<file path="config.mk">
export PLATFORM = sky130hd
export DESIGN_NAME = cnt_bcd_fnd
export DESIGN_NICKNAME = d
export VERILOG_FILES = /design/src/rtl/cnt_fnd_pkg.sv /design/src/rtl/bcd7seg_dec.sv /design/src/rtl/cnt_bcd_fnd.sv
export SDC_FILE = /design/constraint.sdc
export NUM_CORES = 1
export LEC_CHECK = 0
export CORE_ASPECT_RATIO = 1.5
export CORE_MARGIN = 2
export CORE_UTILIZATION = 45
export DETAILED_ROUTE_END_ITERATION = 7
export PLACE_DENSITY = 0.66
export SLEW_MARGIN = 10
export SYNTH_ARGS = -nofsm -noshare
export SYNTH_HDL_FRONTEND = slang
export SYNTH_HIERARCHICAL = 1
export SYNTH_SLANG_ARGS = --single-unit
</file>
<file path="constraint.sdc">
create_clock -name clk -period 3.75 [get_ports clk]
set_input_delay 0.5625 -clock clk [delete_from_list [all_inputs] [get_ports clk]]
set_output_delay 0.5625 -clock clk [all_outputs]
set_load 0.05 [all_outputs]
</file>
<file path="src/rtl/cnt_fnd_pkg.sv">
// Shared definitions for the BCD conversion / FND display block.
//   - state_e     : conversion FSM states (IDLE, SHIFT, DONE)
//   - SEG_*       : active-low 7-segment codes, bit order {g,f,e,d,c,b,a}
//   - MAX_VAL_DEF : default clamp ceiling for the incoming count
package cnt_fnd_pkg;

  typedef enum logic [1:0] {
    IDLE  = 2'd0,
    SHIFT = 2'd1,
    DONE  = 2'd2
  } state_e;

  localparam int MAX_VAL_DEF = 99;

  localparam logic [6:0] SEG_BLANK = 7'b1111111;
  localparam logic [6:0] SEG_0     = 7'b1000000;
  localparam logic [6:0] SEG_1     = 7'b1111001;
  localparam logic [6:0] SEG_2     = 7'b0100100;
  localparam logic [6:0] SEG_3     = 7'b0110000;
  localparam logic [6:0] SEG_4     = 7'b0011001;
  localparam logic [6:0] SEG_5     = 7'b0010010;
  localparam logic [6:0] SEG_6     = 7'b0000010;
  localparam logic [6:0] SEG_7     = 7'b1111000;
  localparam logic [6:0] SEG_8     = 7'b0000000;
  localparam logic [6:0] SEG_9     = 7'b0010000;

endpackage

</file>
<file path="src/rtl/bcd7seg_dec.sv">
// Combinational 4-bit BCD to active-low 7-segment decoder.
// Ports:
//   bcd_i [3:0] : BCD digit 0..9 (10..15 decode to blank)
//   seg_o [6:0] : active-low segments {g,f,e,d,c,b,a}
module bcd7seg_dec
  import cnt_fnd_pkg::*;
(
  input  logic [3:0] bcd_i,
  output logic [6:0] seg_o
);

  always_comb begin
    seg_o = SEG_BLANK;
    case (bcd_i)
      4'd0:    seg_o = SEG_0;
      4'd1:    seg_o = SEG_1;
      4'd2:    seg_o = SEG_2;
      4'd3:    seg_o = SEG_3;
      4'd4:    seg_o = SEG_4;
      4'd5:    seg_o = SEG_5;
      4'd6:    seg_o = SEG_6;
      4'd7:    seg_o = SEG_7;
      4'd8:    seg_o = SEG_8;
      4'd9:    seg_o = SEG_9;
      // Codes 10..15 cannot be produced upstream; blank them defensively.
      default: seg_o = SEG_BLANK;
    endcase
  end

endmodule

</file>
<file path="src/rtl/cnt_bcd_fnd.sv">
// Converts a 0..MAX_VAL count to two BCD digits with a sequential
// double-dabble FSM (one shift per clock) and drives a 2-digit multiplexed
// common-anode 7-segment display from the most recent result.
//
// Ports:
//   clk, reset_n      : clock, asynchronous active-low reset
//   i_cnt [IN_W-1:0]  : count to convert (clamped to MAX_VAL)
//   i_valid           : conversion request, sampled only in IDLE
//   o_busy            : conversion in progress
//   o_done            : one-cycle pulse when o_bcd_* carry a new result
//   o_bcd_tens/ones   : registered result digits
//   o_fnd_seg [6:0]   : active-low segments {g,f,e,d,c,b,a}
//   o_fnd_com [1:0]   : active-low digit enables, [0]=ones, [1]=tens
//
// Request handshake: i_valid is a level request with no ready signal. It is
// taken on any edge where the FSM is in IDLE; while o_busy=1 it is ignored
// and nothing is queued. Each accepted request yields exactly one o_done
// pulse 8 clocks later unless reset intervenes.
//
// Build option: define FND_LZB_EN to blank the tens digit when it is 0.
module cnt_bcd_fnd
  import cnt_fnd_pkg::*;
#(
  parameter int IN_W     = 7,
  parameter int MAX_VAL  = MAX_VAL_DEF,
  parameter int SCAN_DIV = 100000
) (
  input  logic            clk,
  input  logic            reset_n,
  input  logic [IN_W-1:0] i_cnt,
  input  logic            i_valid,
  output logic            o_busy,
  output logic            o_done,
  output logic [3:0]      o_bcd_tens,
  output logic [3:0]      o_bcd_ones,
  output logic [6:0]      o_fnd_seg,
  output logic [1:0]      o_fnd_com
);

  localparam int CNT_W  = $clog2(IN_W + 1);
  localparam int SCAN_W = (SCAN_DIV > 1) ? $clog2(SCAN_DIV) : 1;

  localparam logic [IN_W-1:0]   MAX_C     = IN_W'(MAX_VAL);
  localparam logic [CNT_W-1:0]  LAST_IT   = CNT_W'(IN_W - 1);
  localparam logic [SCAN_W-1:0] SCAN_LAST = SCAN_W'(SCAN_DIV - 1);

  // Conversion state
  state_e            state_q, state_d;
  logic [IN_W-1:0]   bin_q, bin_d;
  logic [3:0]        wt_q, wt_d;     // working tens nibble
  logic [3:0]        wo_q, wo_d;     // working ones nibble
  logic [CNT_W-1:0]  it_q, it_d;
  logic              done_q, done_d;
  logic [3:0]        rt_q, rt_d;     // published tens digit
  logic [3:0]        ro_q, ro_d;     // published ones digit
  logic [3:0]        adj_t, adj_o;

  // Display state
  logic [SCAN_W-1:0] scan_q, scan_d;
  logic              sel_q, sel_d;   // 0 = ones, 1 = tens
  logic [6:0]        seg_q, seg_d;
  logic [3:0]        disp_digit;
  logic [6:0]        dec_seg;

  // ---------------------------------------------------------------- FSM
  always_ff @(posedge clk or negedge reset_n) begin
    if (!reset_n) begin
      state_q <= IDLE;
      bin_q   <= '0;
      wt_q    <= '0;
      wo_q    <= '0;
      it_q    <= '0;
      done_q  <= 1'b0;
      rt_q    <= '0;
      ro_q    <= '0;
    end else begin
      state_q <= state_d;
      bin_q   <= bin_d;
      wt_q    <= wt_d;
      wo_q    <= wo_d;
      it_q    <= it_d;
      done_q  <= done_d;
      rt_q    <= rt_d;
      ro_q    <= ro_d;
    end
  end

  always_comb begin
    state_d = state_q;
    bin_d   = bin_q;
    wt_d    = wt_q;
    wo_d    = wo_q;
    it_d    = it_q;
    done_d  = 1'b0;
    rt_d    = rt_q;
    ro_d    = ro_q;

    // Add-3 correction happens before the shift of the same cycle.
    adj_t = (wt_q >= 4'd5) ? wt_q + 4'd3 : wt_q;
    adj_o = (wo_q >= 4'd5) ? wo_q + 4'd3 : wo_q;

    case (state_q)
      IDLE: begin
        if (i_valid) begin
          bin_d   = (i_cnt > MAX_C) ? MAX_C : i_cnt;
          wt_d    = '0;
          wo_d    = '0;
          it_d    = '0;
          state_d = SHIFT;
        end
      end
      SHIFT: begin
        {wt_d, wo_d, bin_d} = {adj_t, adj_o, bin_q} << 1;
        it_d = it_q + 1'b1;
        if (it_q == LAST_IT) state_d = DONE;
      end
      DONE: begin
        rt_d    = wt_q;
        ro_d    = wo_q;
        done_d  = 1'b1;
        state_d = IDLE;
      end
      default: state_d = IDLE;
    endcase
  end

  assign o_busy     = (state_q != IDLE);
  assign o_done     = done_q;
  assign o_bcd_tens = rt_q;
  assign o_bcd_ones = ro_q;

  // ------------------------------------------------------------ Display
  always_ff @(posedge clk or negedge reset_n) begin
    if (!reset_n) begin
      scan_q <= '0;
      sel_q  <= 1'b0;
      seg_q  <= SEG_0;
    end else begin
      scan_q <= scan_d;
      sel_q  <= sel_d;
      seg_q  <= seg_d;
    end
  end

  // The segment register decodes next-cycle digit select and next-cycle
  // result, so segments, digit enable and published digits all change on
  // the same edge.
  always_comb begin
    scan_d     = (scan_q == SCAN_LAST) ? '0 : scan_q + 1'b1;
    sel_d      = (scan_q == SCAN_LAST) ? ~sel_q : sel_q;
    disp_digit = sel_d ? rt_d : ro_d;
`ifdef FND_LZB_EN
    seg_d = (sel_d && (rt_d == 4'd0)) ? SEG_BLANK : dec_seg;
`else
    seg_d = dec_seg;
`endif
  end

  bcd7seg_dec u_dec (
    .bcd_i (disp_digit),
    .seg_o (dec_seg)
  );

  assign o_fnd_seg = seg_q;
  assign o_fnd_com = sel_q ? 2'b01 : 2'b10;

endmodule

</file>
==> run_results.csv, run 1 <==
group,metric,value,unit
run_status,status,"finished clean",
floorplan,fp.dieW,66.0,um
floorplan,coreArea,5530,um2
placed_design,hpwlAfterDp,3480,um
hold_path,hold_path_class,"in -> async",
clock_network,cts.reportedPaths.clkPinSlew,0.09,ns
logic_synthesis,ys_warn_count,6,
clock_network,postCtsSetupRepairBufs,0,
grt,grt.overflow.total,0,
worst_setup_path,cp_data_arrival_time,3.07,ns
grt,grt_pass1_wl,8630,um
sta,post-route-period-util,0.773,
sta,hold_viol,0,
power_and_ir_drop,irDropWorstVdd,0.377,mV
sta,slew_viol_final,0,
clock_network,cts_inserted_buffers,5,
clock_network,postCtsHoldBufs,0,
cells_and_area,drive_above_1_share,0.0691,
run,drv_cap,0,
drt,drt_wl_total,4750,um
worst_setup_path,endpoint,"o_fnd_seg[3]",
grt,grt_antenna_before_repair,0,
worst_setup_path,required,3.92,ns
power_and_ir_drop,power_density,652,nW/um2
worst_setup_path,crit_path_end_kind,"flip-flop",
logic_synthesis,ys_types,43,
grt,grt_start_max_net_pins,29,
power_and_ir_drop,combinationalPowerShare,0.418,
clock_network,worstSkewPairLatency,0.31,ns
grt,top_usage_layer,"met2",
clock_network,cts_max_level,2,
drt,vias,1835,
cells_and_area,diodes,0,
sta,relSlewSlack,0.373,
drt,post_drt_wl_per_cell,13.8,um
grt,grt.total_usage,0.171,
drt,drtPass1Iterations,4,
logic_synthesis,synth_nets,265,
logic_synthesis,ys_seq_area_frac,0.522,
placed_design,gp_congestion,0.812,
grt,first_global_vias,1787,
power_and_ir_drop,p_int,1190,uW
floorplan,placementRows,33,
grt,met3_usage,0.0279,
logic_synthesis,syn_area,2590,um2
worst_setup_path,reg2reg_depth,9,
floorplan,die_h,96.9,um
sta,setup_viol,0,
floorplan,ios,29,
grt,use_met2,0.274,
floorplan,initial_core_util,0.468,
sta,tightestPinTransition,0.939,ns
drt,drc_errors,0,
drt,drtAntennaViolNets,0,
logic_synthesis,synth_edf_count,0,
sta,fin_crit,2.90,ns
worst_setup_path,r2r-start,"scan_q[6]",
clock_network,clockBufferDepth,2,
power_and_ir_drop,p_sw,785,uW
worst_setup_path,r2r_slack,0.85,ns
logic_synthesis,async_reset_ff_frac,1.00,
floorplan,die_area,6390,um2
logic_synthesis,syn_area_per_cell,10.7,um2
worst_setup_path,start_kind,"flip-flop",
clock_network,cts_tree,"built",
power_and_ir_drop,p_leak,0.00139,uW
clock_network,post_cts_resized,0,
sta,tns,0,ns
worst_setup_path,r2r-end,"o_fnd_seg[3]",
power_and_ir_drop,p_seq_frac,0.416,
logic_synthesis,synth_seq_cells,54,
grt,use_met1,0.230,
power_and_ir_drop,switching_share,0.398,
sta,fmax,0.345,GHz
worst_setup_path,crit_path_max_incr_delay,0.59,ns
sta,rsz0062_at_grt,"false",
worst_setup_path,cp_max_fo,10,
worst_setup_path,critPathSlowestCell,"or4b_1",
sta,fin_skew,0.00988,ns
worst_setup_path,crit_path_start,"scan_q[6]",
power_and_ir_drop,p_clk_frac,0.166,
power_and_ir_drop,power.total,1970,uW
worst_setup_path,critPathKind,"reg -> reg",
clock_network,root_buffer,"clkbuf_8",
placed_design,portBuffers,28,
cells_and_area,fin_nets,296,
clock_network,cts_sinks,54,
cells_and_area,syn_to_final_growth,16.9,%
logic_synthesis,netlist_instances,243,
logic_synthesis,ys.flop_type,"dfrtp_1",
worst_setup_path,crit_path_cell_trace,"or4b_1 > nor4_4 > buf_4 > xnor2_1 > mux2_1 > ha_1 > or2_1 > a21oi_2 > a31oi_1",
drt,routed_via_density,5.32,
drt,drtIter0Drc,71,
stage by stage:
stage | util | hold slack (ns) | instance area (um2) | cells | worst slack (ns)
floorplan | - | 0.267 | 2590 | 243 | 0.957
global placement | 0.531 | 0.465 | 2940 | 337 | 0.887
detailed placement | 0.531 | 0.476 | 2940 | 337 | 0.862
CTS | 0.547 | 0.273 | 3030 | 345 | 0.822
global route | 0.547 | 0.307 | 3030 | 345 | 0.664
finish | 0.547 | 0.254 | 3030 | 345 | 0.851
power by group through the flow:
stage                     sequential, uW  combinational, uW  clock, uW
final                                822                824        328
after global routing                 845                921        365
after CTS                            823                834        337
after detailed placement             831                832          0
after global placement               832                820          0
after floorplan                      993                430          0
area by class of cell:
type / count / area [um2]
repair buffers: 31 / 298
flip-flops and latches: 54 / 1350
clock buffers: 7 / 86.3
inverters: 15 / 56.3
clock inverters: 1 / 5.00
fillers: 528 / 2500
well taps: 70 / 87.6
multi-input cells: 167 / 1140
routing by layer:
metal	share of wire	vias to the layer above
met1	0.44	907
li1	-	898
met2	0.51	23
met3	0.030	7
met4	0.021	0
met5	0	-
worst max-delay path, delay by kind of cell (launching register included):
family          cells  cell delay, ns
mux                 1            0.43
buf+inv             1            0.20
compound gates      2            0.21
simple gates        3            1.02
xor+xnor            1            0.26
flops               1            0.44
fa+ha+maj           1            0.21
state kept, by name, indices dropped and copies added (netlist names):
| register | count |
|---|---|
| scan_q | 17 |
| bin_q | 7 |
| o_fnd_seg | 7 |
| o_bcd_ones | 4 |
| o_bcd_tens | 4 |
| wo_q | 4 |
| wt_q | 4 |
| it_q | 3 |
| state_q | 2 |
| o_done | 1 |
| sel_q | 1 |
cell usage in the layout (no fill, tap or decap), drive strengths merged, types with 7 or more instances in the layout:
| master | instances |
|---|---|
| nand2 | 22 |
| nor2 | 15 |
| clkbuf | 7 |
| xnor2 | 8 |
| inv | 15 |
| clkdlybuf4s50 | 27 |
| nand3 | 8 |
| xor2 | 9 |
| mux2 | 8 |
| dfrtp | 53 |
| a21oi | 7 |
| ha | 12 |
| o21ai | 24 |
| nand2b | 10 |
cells by family after synthesis:
kind of cell,after synthesis,synth area share
AOI/OAI and AO/OA,44,0.104
xor gates and xnor gates,17,0.0575
adders and majority gates,12,0.0579
buffers and inverters,22,0.0367
DFF,54,0.522
muxes,12,0.0502
and+or+nand+nor,82,0.171
worst min-delay path by stage:
stage | start | to | slack (ns) | depth (start not counted)
global placement | wt_q[1] | wt_q[1] | 0.46 | 2
floorplan | reset_n | bin_q[0] | 0.27 | 0
finish | reset_n | bin_q[6] | 0.25 | 1
detailed placement | wt_q[1] | wt_q[1] | 0.48 | 2
global route | reset_n | state_q[0] | 0.31 | 1
CTS | reset_n | bin_q[2] | 0.27 | 1
cells in the mapped netlist, types with 3 or more instances:
master	count	area [um2]
ha_1	12	150
xor2_1	9	78.8
nand2b_1	10	62.6
o21ai_0	24	120
a222oi_1	3	30.0
mux2i_1	4	40.0
a22o_1	3	26.3
mux2_1	4	45.0
inv_1	15	56.3
dfrtp_1	53	1330
nand3_1	8	40.0
nand2_1	22	82.6
nor2_1	15	56.3
xnor2_1	8	70.1
mux2_2	4	45.0
and4_1	3	26.3
clkbuf_1	4	15.0
nor3_1	4	20.0
nand4_1	5	31.3
a21oi_1	6	30.0
(Power assumes the default switching activity.)
==> inputs of run 2 (changes only) <==
Clock period 3.75 ns to 2.75 ns, I/O delays scaled along.
==> run 2 against run 1 <==
Clock power increased by 39%. Via count increased by 2.0%. Largest power group unchanged. Critical path depth decreased by 1. Final cell count increased by 2.9%. Combinational power increased by 41%.
==> run_results.csv, run 2 (synthesized netlist as in run 1, its figures left out) <==
group,metric,value,unit
run_status,status,"finished clean",
clock_network,cts.reportedPaths.clkPinSlew,0.10,ns
grt,first_global_vias,1883,
placed_design,pre_cts_ws,0.0888,ns
worst_setup_path,crit_path_end_kind,"flip-flop",
power_and_ir_drop,p_clk_frac,0.167,
cells_and_area,regArea,1350,um2
worst_setup_path,reg2reg_depth,8,
hold_path,hold_path_class,"in -> async",
worst_setup_path,cp_data_arrival_time,2.82,ns
clock_network,root_buffer,"clkbuf_8",
floorplan,die_h,96.9,um
cells_and_area,nFillCells,491,
worst_setup_path,start_kind,"flip-flop",
clock_network,cts_tree,"built",
floorplan,ios,29,
worst_setup_path,critPathSlowestCell,"or4b_4",
placed_design,hpwlAfterDp,3520,um
grt,grt_pass1_wl,8560,um
drt,vias,1871,
drt,drtPass1Iterations,5,
grt,grt_start_max_net_pins,55,
drt,drtAntennaViolNets,0,
clock_network,clockBufferDepth,2,
clock_network,cts_sinks,54,
cells_and_area,drive_above_1_share,0.123,
sta,fin_crit,2.64,ns
sta,relSlewSlack,0.557,
power_and_ir_drop,switching_share,0.398,
worst_setup_path,required,2.93,ns
worst_setup_path,path_depth,8,
floorplan,coreArea,5530,um2
grt,grt.total_usage,0.172,
worst_setup_path,r2r_slack,0.11,ns
sta,setup_viol,0,
sta,setup_slack,0.108,ns
cells_and_area,mostFrequentLayoutCells,"dfrtp_1 (53), clkdlybuf4s50_1 (27), o21ai_0 (24)",
cells_and_area,top_register,"scan_q",
run,drv_cap,0,
placed_design,gp_congestion,0.777,
clock_network,cts_max_level,2,
sta,fin_skew,0.00443,ns
cells_and_area,multi_input_area,1160,um2
cells_and_area,post-route-util,0.565,
placed_design,post-place-cells,345,
power_and_ir_drop,p_leak,0.00145,uW
power_and_ir_drop,p_seq_frac,0.410,
sta,hold_slack,0.214,ns
power_and_ir_drop,combinationalPowerShare,0.423,
drt,post_drt_wl_per_cell,13.8,um
cells_and_area,final_cells,355,
worst_setup_path,crit_path_cell_trace,"or4b_4 > nor4_4 > xnor2_2 > mux2_4 > ha_1 > or2_1 > a21oi_2 > a31oi_1",
drt,drtIter0Drc,44,
cells_and_area,diodes,0,
floorplan,initial_core_util,0.468,
power_and_ir_drop,p_sw,1090,uW
grt,grt_antenna_before_repair,0,
cells_and_area,fin_nets,306,
clock_network,worstSkewPairLatency,0.31,ns
worst_setup_path,critical_path.top_delay_family,"simple AND/OR/NAND/NOR gates",
power_and_ir_drop,irDropWorstVdd,0.508,mV
power_and_ir_drop,power.total,2730,uW
sta,hold_viol,0,
worst_setup_path,critPathKind,"reg -> reg",
worst_setup_path,crit_path_start,"scan_q[12]",
cells_and_area,final_common_cell,"dfrtp_1",
clock_network,postCtsHoldBufs,0,
power_and_ir_drop,power_density,873,nW/um2
sta,fmax,0.378,GHz
floorplan,fp.dieW,66.0,um
worst_setup_path,r2r-start,"scan_q[12]",
drt,drc_errors,0,
sta,post-route-period-util,0.961,
drt,drt_wl_total,4900,um
worst_setup_path,crit_path_max_incr_delay,0.55,ns
placed_design,portBuffers,28,
worst_setup_path,cp_num_buf_inv,0,
cells_and_area,largest_register_ffs,17,
clock_network,cts_inserted_buffers,5,
power_and_ir_drop,p_int,1640,uW
sta,slew_viol_final,0,
cells_and_area,syn_to_final_growth,20.7,%
floorplan,die_area,6390,um2
worst_setup_path,r2r-end,"o_fnd_seg[3]",
grt,grt.overflow.total,0,
sta,tightestPinTransition,0.664,ns
worst_setup_path,cp_max_fo,5,
drt,routed_via_density,5.27,
floorplan,placementRows,33,
-- run 2: cell count changes in the layout (fill, tap and decap cells not counted) --
cell	before	now
buf_4	3	13
mux2_1	4	2
mux2_4	0	2
clkbuf_1	1	0
clkinvlp_4	0	1
inv_1	15	14
inv_2	0	1
or4b_1	2	1
or4b_4	0	1
xnor2_1	8	7
xnor2_2	0	1
-- run 2: worst max-delay path by stage --
| stage | to | slack, ns |
|---|---|---|
| detailed placement | o_fnd_seg[3] | 0.09 |
| global placement | o_fnd_seg[3] | 0.09 |
| finish | o_fnd_seg[3] | 0.11 |
| floorplan | o_fnd_seg[3] | -0.02 |
| global route | o_fnd_seg[3] | -0.0003 |
| CTS | o_fnd_seg[3] | 0.06 |
-- run 2: power groups by stage --
| stage | registers, uW | logic (uW) | clock network (uW) |
|---|---|---|---|
| 4_1_cts | 1120 | 1170 | 468 |
| 2_1_floorplan | 1350 | 588 | 0 |
| 3_3_place_gp | 1130 | 1140 | 0 |
| 3_5_place_dp | 1130 | 1160 | 0 |
| 6_report | 1120 | 1160 | 457 |
| 5_1_grt | 1140 | 1280 | 509 |
-- run 2: stage by stage --
stage               area [um2]  setup TNS, ns
floorplan                 2600        -0.0450
global placement          3010              0
detailed placement        3010              0
CTS                       3100              0
global route              3130      -0.000304
finish                    3130              0
-- run 2: metal layers --
layer  track usage  vias to the layer above  part of all wire
met5             0                        -                 0
met4        0.0612                        0             0.018
met3        0.0349                        6             0.032
met2         0.288                       35              0.52
met1         0.218                      909              0.43
li1              -                      921                 -
-- run 2: cell type report --
| cell class | count | area share |
|---|---|---|
| sequential | 54 | 0.433 |
| clock inverter | 2 | 0.00400 |
| timing repair buffer | 41 | 0.119 |
| inverter | 15 | 0.0180 |
| clock buffer | 6 | 0.0264 |
| multi-input combinational | 167 | 0.372 |
| tap | 70 | 0.0280 |
-- run 2: timing repair --
action | CTS | global route
hold endpoints to repair | 0 | 0
resized for setup | 0 | 4
setup buffers | 0 | 2
endpoints found under the setup margin | 0 | 4
